===== config.mk =====
export PLATFORM = sky130hd
export DESIGN_NAME = regfile_scoreboard_flat
export DESIGN_NICKNAME = d
export VERILOG_FILES = /design/src/rtl/regfile_scoreboard_if.sv /design/src/rtl/regfile_scoreboard.sv /design/src/flat_wrapper.sv
export SDC_FILE = /design/constraint.sdc
export NUM_CORES = 2
export LEC_CHECK = 0
export BUFFER_PORTS_ARGS = -buffer_cell sky130_fd_sc_hd__buf_2
export CELL_PAD_IN_SITES_DETAIL_PLACEMENT = 1
export CELL_PAD_IN_SITES_GLOBAL_PLACEMENT = 1
export CORE_MARGIN = 1.5
export CORE_UTILIZATION = 45
export CTS_CLUSTER_DIAMETER = 80
export DETAILED_ROUTE_END_ITERATION = 12
export PLACE_DENSITY = 0.76
export SYNTH_ARGS = -nofsm -noshare
export SYNTH_HDL_FRONTEND = slang
export SYNTH_SLANG_ARGS = --single-unit

===== constraint.sdc =====
create_clock -name clk -period 8.9 [get_ports clk]
set_clock_uncertainty 0.1 [all_clocks]
set_input_delay 1.335 -clock clk [delete_from_list [all_inputs] [get_ports clk]]
set_output_delay 1.335 -clock clk [all_outputs]
set_load 0.05 [all_outputs]

===== src/rtl/regfile_scoreboard_if.sv =====
// rtl/regfile_scoreboard_if.sv - read/write/issue bus of the register file scoreboard
interface regfile_scoreboard_if #(
  parameter int WIDTH  = 32,
  parameter int ADDR_W = 5
);
  logic [ADDR_W-1:0] reg1addr;
  logic [ADDR_W-1:0] reg2addr;
  logic [ADDR_W-1:0] regWaddr;
  logic [WIDTH-1:0]  data;
  logic              regWflag;
  logic              issue_flag;
  logic [ADDR_W-1:0] issue_addr;
  logic [WIDTH-1:0]  reg1content;
  logic [WIDTH-1:0]  reg2content;
  logic              reg1busy;
  logic              reg2busy;
  logic [ADDR_W:0]   pendcount;

  modport master (
    output reg1addr, reg2addr, regWaddr, data, regWflag, issue_flag, issue_addr,
    input  reg1content, reg2content, reg1busy, reg2busy, pendcount
  );

  modport slave (
    input  reg1addr, reg2addr, regWaddr, data, regWflag, issue_flag, issue_addr,
    output reg1content, reg2content, reg1busy, reg2busy, pendcount
  );
endinterface


===== src/rtl/regfile_scoreboard.sv =====
// rtl/regfile_scoreboard.sv - 2R/1W register file with per-register pending scoreboard
// Reads are combinational with optional write forwarding; pendcount tracks popcount of pending bits.
module regfile_scoreboard #(
  parameter int WIDTH    = 32,
  parameter int ADDR_W   = 5,
  parameter int ZERO_REG = 1,
  parameter int BYPASS   = 1
) (
  input logic clk,
  input logic rst,
  regfile_scoreboard_if.slave bus
);
  localparam int DEPTH = 2 ** ADDR_W;
  localparam logic [ADDR_W:0] CNT_ONE = {{ADDR_W{1'b0}}, 1'b1};

  logic [WIDTH-1:0] regs_q [DEPTH];
  logic [DEPTH-1:0] pend_q, pend_d;
  logic [ADDR_W:0]  pendcount_q, pendcount_d;

  logic wr_en, iss_en, cnt_inc, cnt_dec;
  logic [WIDTH-1:0] rd1, rd2;
  logic bsy1, bsy2;

  // Register 0 silently absorbs writes and issues when hard-wired to zero.
  assign wr_en  = bus.regWflag   && !(ZERO_REG != 0 && bus.regWaddr   == '0);
  assign iss_en = bus.issue_flag && !(ZERO_REG != 0 && bus.issue_addr == '0);

  always_comb begin
    pend_d = pend_q;
    if (wr_en)  pend_d[bus.regWaddr]   = 1'b0;
    if (iss_en) pend_d[bus.issue_addr] = 1'b1;
  end

  // A same-address issue keeps the bit set, so the write's clear is cancelled.
  assign cnt_inc = iss_en && !pend_q[bus.issue_addr];
  assign cnt_dec = wr_en && pend_q[bus.regWaddr] &&
                   !(iss_en && bus.issue_addr == bus.regWaddr);

  always_comb begin
    pendcount_d = pendcount_q;
    if (cnt_inc && !cnt_dec)      pendcount_d = pendcount_q + CNT_ONE;
    else if (cnt_dec && !cnt_inc) pendcount_d = pendcount_q - CNT_ONE;
  end

  always_ff @(posedge clk) begin
    if (rst) begin
      for (int i = 0; i < DEPTH; i++) regs_q[i] <= '0;
      pend_q      <= '0;
      pendcount_q <= '0;
    end else begin
      if (wr_en) regs_q[bus.regWaddr] <= bus.data;
      pend_q      <= pend_d;
      pendcount_q <= pendcount_d;
    end
  end

  always_comb begin
    rd1  = regs_q[bus.reg1addr];
    bsy1 = pend_q[bus.reg1addr];
    if (BYPASS != 0 && bus.regWflag && bus.regWaddr == bus.reg1addr) begin
      rd1  = bus.data;
      bsy1 = 1'b0;
    end
    if (ZERO_REG != 0 && bus.reg1addr == '0) begin
      rd1  = '0;
      bsy1 = 1'b0;
    end
  end

  always_comb begin
    rd2  = regs_q[bus.reg2addr];
    bsy2 = pend_q[bus.reg2addr];
    if (BYPASS != 0 && bus.regWflag && bus.regWaddr == bus.reg2addr) begin
      rd2  = bus.data;
      bsy2 = 1'b0;
    end
    if (ZERO_REG != 0 && bus.reg2addr == '0) begin
      rd2  = '0;
      bsy2 = 1'b0;
    end
  end

  assign bus.reg1content = rd1;
  assign bus.reg2content = rd2;
  assign bus.reg1busy    = bsy1;
  assign bus.reg2busy    = bsy2;
  assign bus.pendcount   = pendcount_q;
endmodule


===== src/flat_wrapper.sv =====
// flat-port wrapper written by rule: the top's interface ports become plain ports
module regfile_scoreboard_flat 
#(
  parameter int WIDTH    = 32,
  parameter int ADDR_W   = 5,
  parameter int ZERO_REG = 1,
  parameter int BYPASS   = 1
)
  (clk, rst, bus_reg1addr, bus_reg2addr, bus_regWaddr, bus_data, bus_regWflag, bus_issue_flag, bus_issue_addr, bus_reg1content, bus_reg2content, bus_reg1busy, bus_reg2busy, bus_pendcount);
  regfile_scoreboard_if #(.WIDTH(WIDTH), .ADDR_W(ADDR_W)) bus_i ();
  input logic clk;
  input logic rst;
  input wire logic [$bits(bus_i.reg1addr)-1:0] bus_reg1addr;
  input wire logic [$bits(bus_i.reg2addr)-1:0] bus_reg2addr;
  input wire logic [$bits(bus_i.regWaddr)-1:0] bus_regWaddr;
  input wire logic [$bits(bus_i.data)-1:0] bus_data;
  input wire logic [$bits(bus_i.regWflag)-1:0] bus_regWflag;
  input wire logic [$bits(bus_i.issue_flag)-1:0] bus_issue_flag;
  input wire logic [$bits(bus_i.issue_addr)-1:0] bus_issue_addr;
  output wire logic [$bits(bus_i.reg1content)-1:0] bus_reg1content;
  output wire logic [$bits(bus_i.reg2content)-1:0] bus_reg2content;
  output wire logic [$bits(bus_i.reg1busy)-1:0] bus_reg1busy;
  output wire logic [$bits(bus_i.reg2busy)-1:0] bus_reg2busy;
  output wire logic [$bits(bus_i.pendcount)-1:0] bus_pendcount;
  assign bus_i.reg1addr = bus_reg1addr;
  assign bus_i.reg2addr = bus_reg2addr;
  assign bus_i.regWaddr = bus_regWaddr;
  assign bus_i.data = bus_data;
  assign bus_i.regWflag = bus_regWflag;
  assign bus_i.issue_flag = bus_issue_flag;
  assign bus_i.issue_addr = bus_issue_addr;
  assign bus_reg1content = bus_i.reg1content;
  assign bus_reg2content = bus_i.reg2content;
  assign bus_reg1busy = bus_i.reg1busy;
  assign bus_reg2busy = bus_i.reg2busy;
  assign bus_pendcount = bus_i.pendcount;
  regfile_scoreboard #(.WIDTH(WIDTH), .ADDR_W(ADDR_W), .ZERO_REG(ZERO_REG), .BYPASS(BYPASS)) u_core (.clk(clk), .rst(rst), .bus(bus_i));
endmodule

==> reports/metrics.yaml <==
floorplanning:
  core-area_sq_um: 128000
  io_pins: 128
  dieArea_sq_um: 131000
  die_width_um: 362
  num_rows: 131
  dieHeight_um: 362
  start_util_pct: 45.4
critical_path:
  crit_chain: "buf_2, buf_4, xor2_1, nor4_1, nand3_2, buf_4, nand2b_1, o21ai_0, a22o_1, buf_2"
  reg2reg_depth: 13
  max_stage_delay_ns: 0.61
  crit_fanout: 17
  crit_path_end_kind: "output pin"
  crit_family: "buffers and inverters"
  cp.depth: 10
  critical-path-slowest-cell: "nand3_2"
  cp_num_buf_inv: 4
  cp_data_arrival_time_ns: 5.03
  crit_type: "in -> out"
  worstSetupStartpointType: "primary input"
  required_ns: 7.47
power_and_ir_drop:
  seqPwrFrac_pct: 47.0
  swShare_pct: 27.4
  pwr-share-comb_pct: 14.2
  powerDensity_nw_per_um2: 197
  internal-power_mw: 9.14
  ir_drop_uv: 183
  clockPowerShare_pct: 38.8
  leakagePower_nw: 22.1
  power_switching_mw: 3.45
detailed_routing:
  wl_per_cell_um: 38.9
  drt_iter0_markers: 6846
  ant_nets: 0
  vias_per_cell: 7.07
  first_pass_iters: 6
  drc: 0
  drt_wl_total_mm: 228
  vias: 41300
grt:
  grt_usage_pct: 34.5
  grt_pass1_wl_mm: 319
  first_global_vias: 42100
  antenna_found_initial: 27
  grt_max_degree: 93
  overflow: 0
place:
  dp_slack_ns: 2.67
  place_congestion: 0.883
  io_buffers: 127
  hpwl_mm: 133
cts:
  numClockSinks: 1062
  cts_setup_buffers: 0
  cts_max_level: 3
  numCtsBuffers: 116
  hold_buffers: 0
  path_clk_slew_ns: 0.06
  cts_tree: "yes"
  insertion_delay_ns: 0.75
  cts_resized: 0
  clockBufferDepth: 3
  root_buffer: "clkbuf_16"
hold_path:
  hold_class: "reg -> reg"
  hold_depth: 1
synthesis:
  ys_types: 64
  synthCells: 4115
  yosysWarnings: 0
  synth_edf_count: 1024
  synth_seq_area_share_pct: 54.2
  synthFlopType: "edfxtp_1"
  async_flop_share_pct: 0
  syn-cell-area_sq_um: 58100
  syn_area_per_cell_sq_um: 14.1
  ys_seq_elements: 1062
outcome:
  outcome: "complete, no violations"
sta:
  relSlewSlack_pct: 9.76
  tns_ns: 0
  min_period_ns: 6.47
  clock.fmax_ghz: 0.155
  drv_slew: 0
  tightest_slew_ns: 1.35
  fin_ws_ns: 2.43
  setup_viol: 0
  hold_viol: 0
  rsz0062_at_grt: "false"
  timing.final.crit_share_pct: 72.7
layout:
  nNetsFinal: 4142
  syn_to_final_growth_pct: 10.0
  drive_above_1_share_pct: 23.4
run:
  maxCapViolCount: 0
power groups by stage:
stage / clock [mW] / sequential [mW] / combinational [mW]
2_1_floorplan: 0 / 5.97 / 1.14
3_3_place_gp: 0 / 5.98 / 1.72
3_5_place_dp: 0 / 6.02 / 1.74
4_1_cts: 4.89 / 5.91 / 1.75
5_1_grt: 5.05 / 5.95 / 1.83
6_report: 4.88 / 5.92 / 1.79
through the flow:
stage / area (sq um) / util (%) / power [mW] / hold slack (ns) / std cells
after floorplan: 58200 / - / 7.10 / 0.372 / 4146
after global placement: 60200 / 47.1 / 7.70 / 0.389 / 5624
after global routing: 63900 / 50.0 / 12.8 / 0.421 / 5840
final: 63900 / 50.0 / 12.6 / 0.408 / 5846
after CTS: 63900 / 50.0 / 12.6 / 0.410 / 5840
after detailed placement: 60200 / 47.1 / 7.76 / 0.400 / 5624
layer usage:
layer | vias up | track usage [%] | routed length [um]
met5 | - | 0 | 136
met3 | 871 | 8.15 | 28400
li1 | 15700 | - | -
met2 | 3365 | 53.9 | 104000
met4 | 16 | 20.1 | 15600
met1 | 21300 | 44.1 | 78900
synth_stat cells, types with 20 or more instances:
| cell | number | share of area, % |
|---|---|---|
| clkbuf_1 | 275 | 1.8 |
| inv_1 | 29 | 0.19 |
| buf_2 | 78 | 0.67 |
| mux4_2 | 454 | 18 |
| edfxtp_1 | 1024 | 53 |
| a21oi_1 | 46 | 0.40 |
| o211ai_1 | 20 | 0.26 |
| nor2_1 | 93 | 0.60 |
| nand3_1 | 41 | 0.35 |
| a22oi_1 | 93 | 1.2 |
| nor2b_1 | 25 | 0.27 |
| o22ai_1 | 105 | 1.1 |
| a21o_1 | 27 | 0.35 |
| and2_1 | 997 | 11 |
| a221oi_1 | 36 | 0.54 |
| dfxtp_1 | 38 | 1.3 |
| buf_6 | 25 | 0.48 |
| mux2i_1 | 188 | 3.2 |
| o21ai_0 | 101 | 0.87 |
| nand2_1 | 93 | 0.60 |
| buf_4 | 37 | 0.48 |
cell type report:
cell class	instances	area, sq um
clock inverters	78	674
inverters	30	113
flip-flops and latches	1062	31500
multi-input cells	2624	24900
diodes	6	15.0
clock buffers	138	3050
fillers	12500	63900
repair buffers	246	1620
well taps	1662	2080
registers in the layout, summed over array words and instances, names as in the netlist:
name / count
u_core.regs_q: 1024
u_core.bus.pendcount: 6
u_core.pend_q: 32
cells in the final DEF (no fill, tap or decap), drive strengths merged, types with 12 or more instances in the layout:
cell / count
edfxtp: 1024
and2: 997
mux4: 454
buf: 246
mux2i: 188
clkbuf: 138
o22ai: 105
o21ai: 101
nand2: 94
nor2: 94
a22oi: 93
clkinv: 60
a21oi: 46
nand3: 41
dfxtp: 38
a221oi: 36
conb: 32
inv: 32
a21o: 27
nor2b: 25
o211ai: 20
nand2b: 17
nor3: 17
mux2: 16
o22a: 16
xor2: 13
nor4: 13
a22o: 13
bufinv: 12
logic make-up after synthesis:
logic type	Yosys count	synth area share, %
compound gates	536	6.40
xor+xnor	20	0.302
fa+ha+maj	6	0.142
buf+inv	460	3.78
flops	1062	54.2
mux	658	21.2
other cells	1	0.00646
simple gates	1372	14.0
path summary, 6_finish.rpt:
path / start / endpoint / slack, ns
setup / recovery: bus_reg1addr[4] / bus_reg1content[2] / 2.43
hold reg to reg: u_core.pend_q[0] / u_core.pend_q[0] / 0.41
hold / removal: u_core.pend_q[0] / u_core.pend_q[0] / 0.41
setup reg to reg: u_core.pend_q[24] / u_core.bus.pendcount[5] / 5.14
worst reg2reg max path: cells and delay by family (launching register included):
family / cells / cell delay (ns)
compound gates: 5 / 1.02
mux: 2 / 0.96
fa+ha+maj: 2 / 0.62
flops: 1 / 0.37
simple gates: 2 / 0.22
xor+xnor: 1 / 0.18
buf+inv: 1 / 0.16
(Power assumes the default switching activity.)
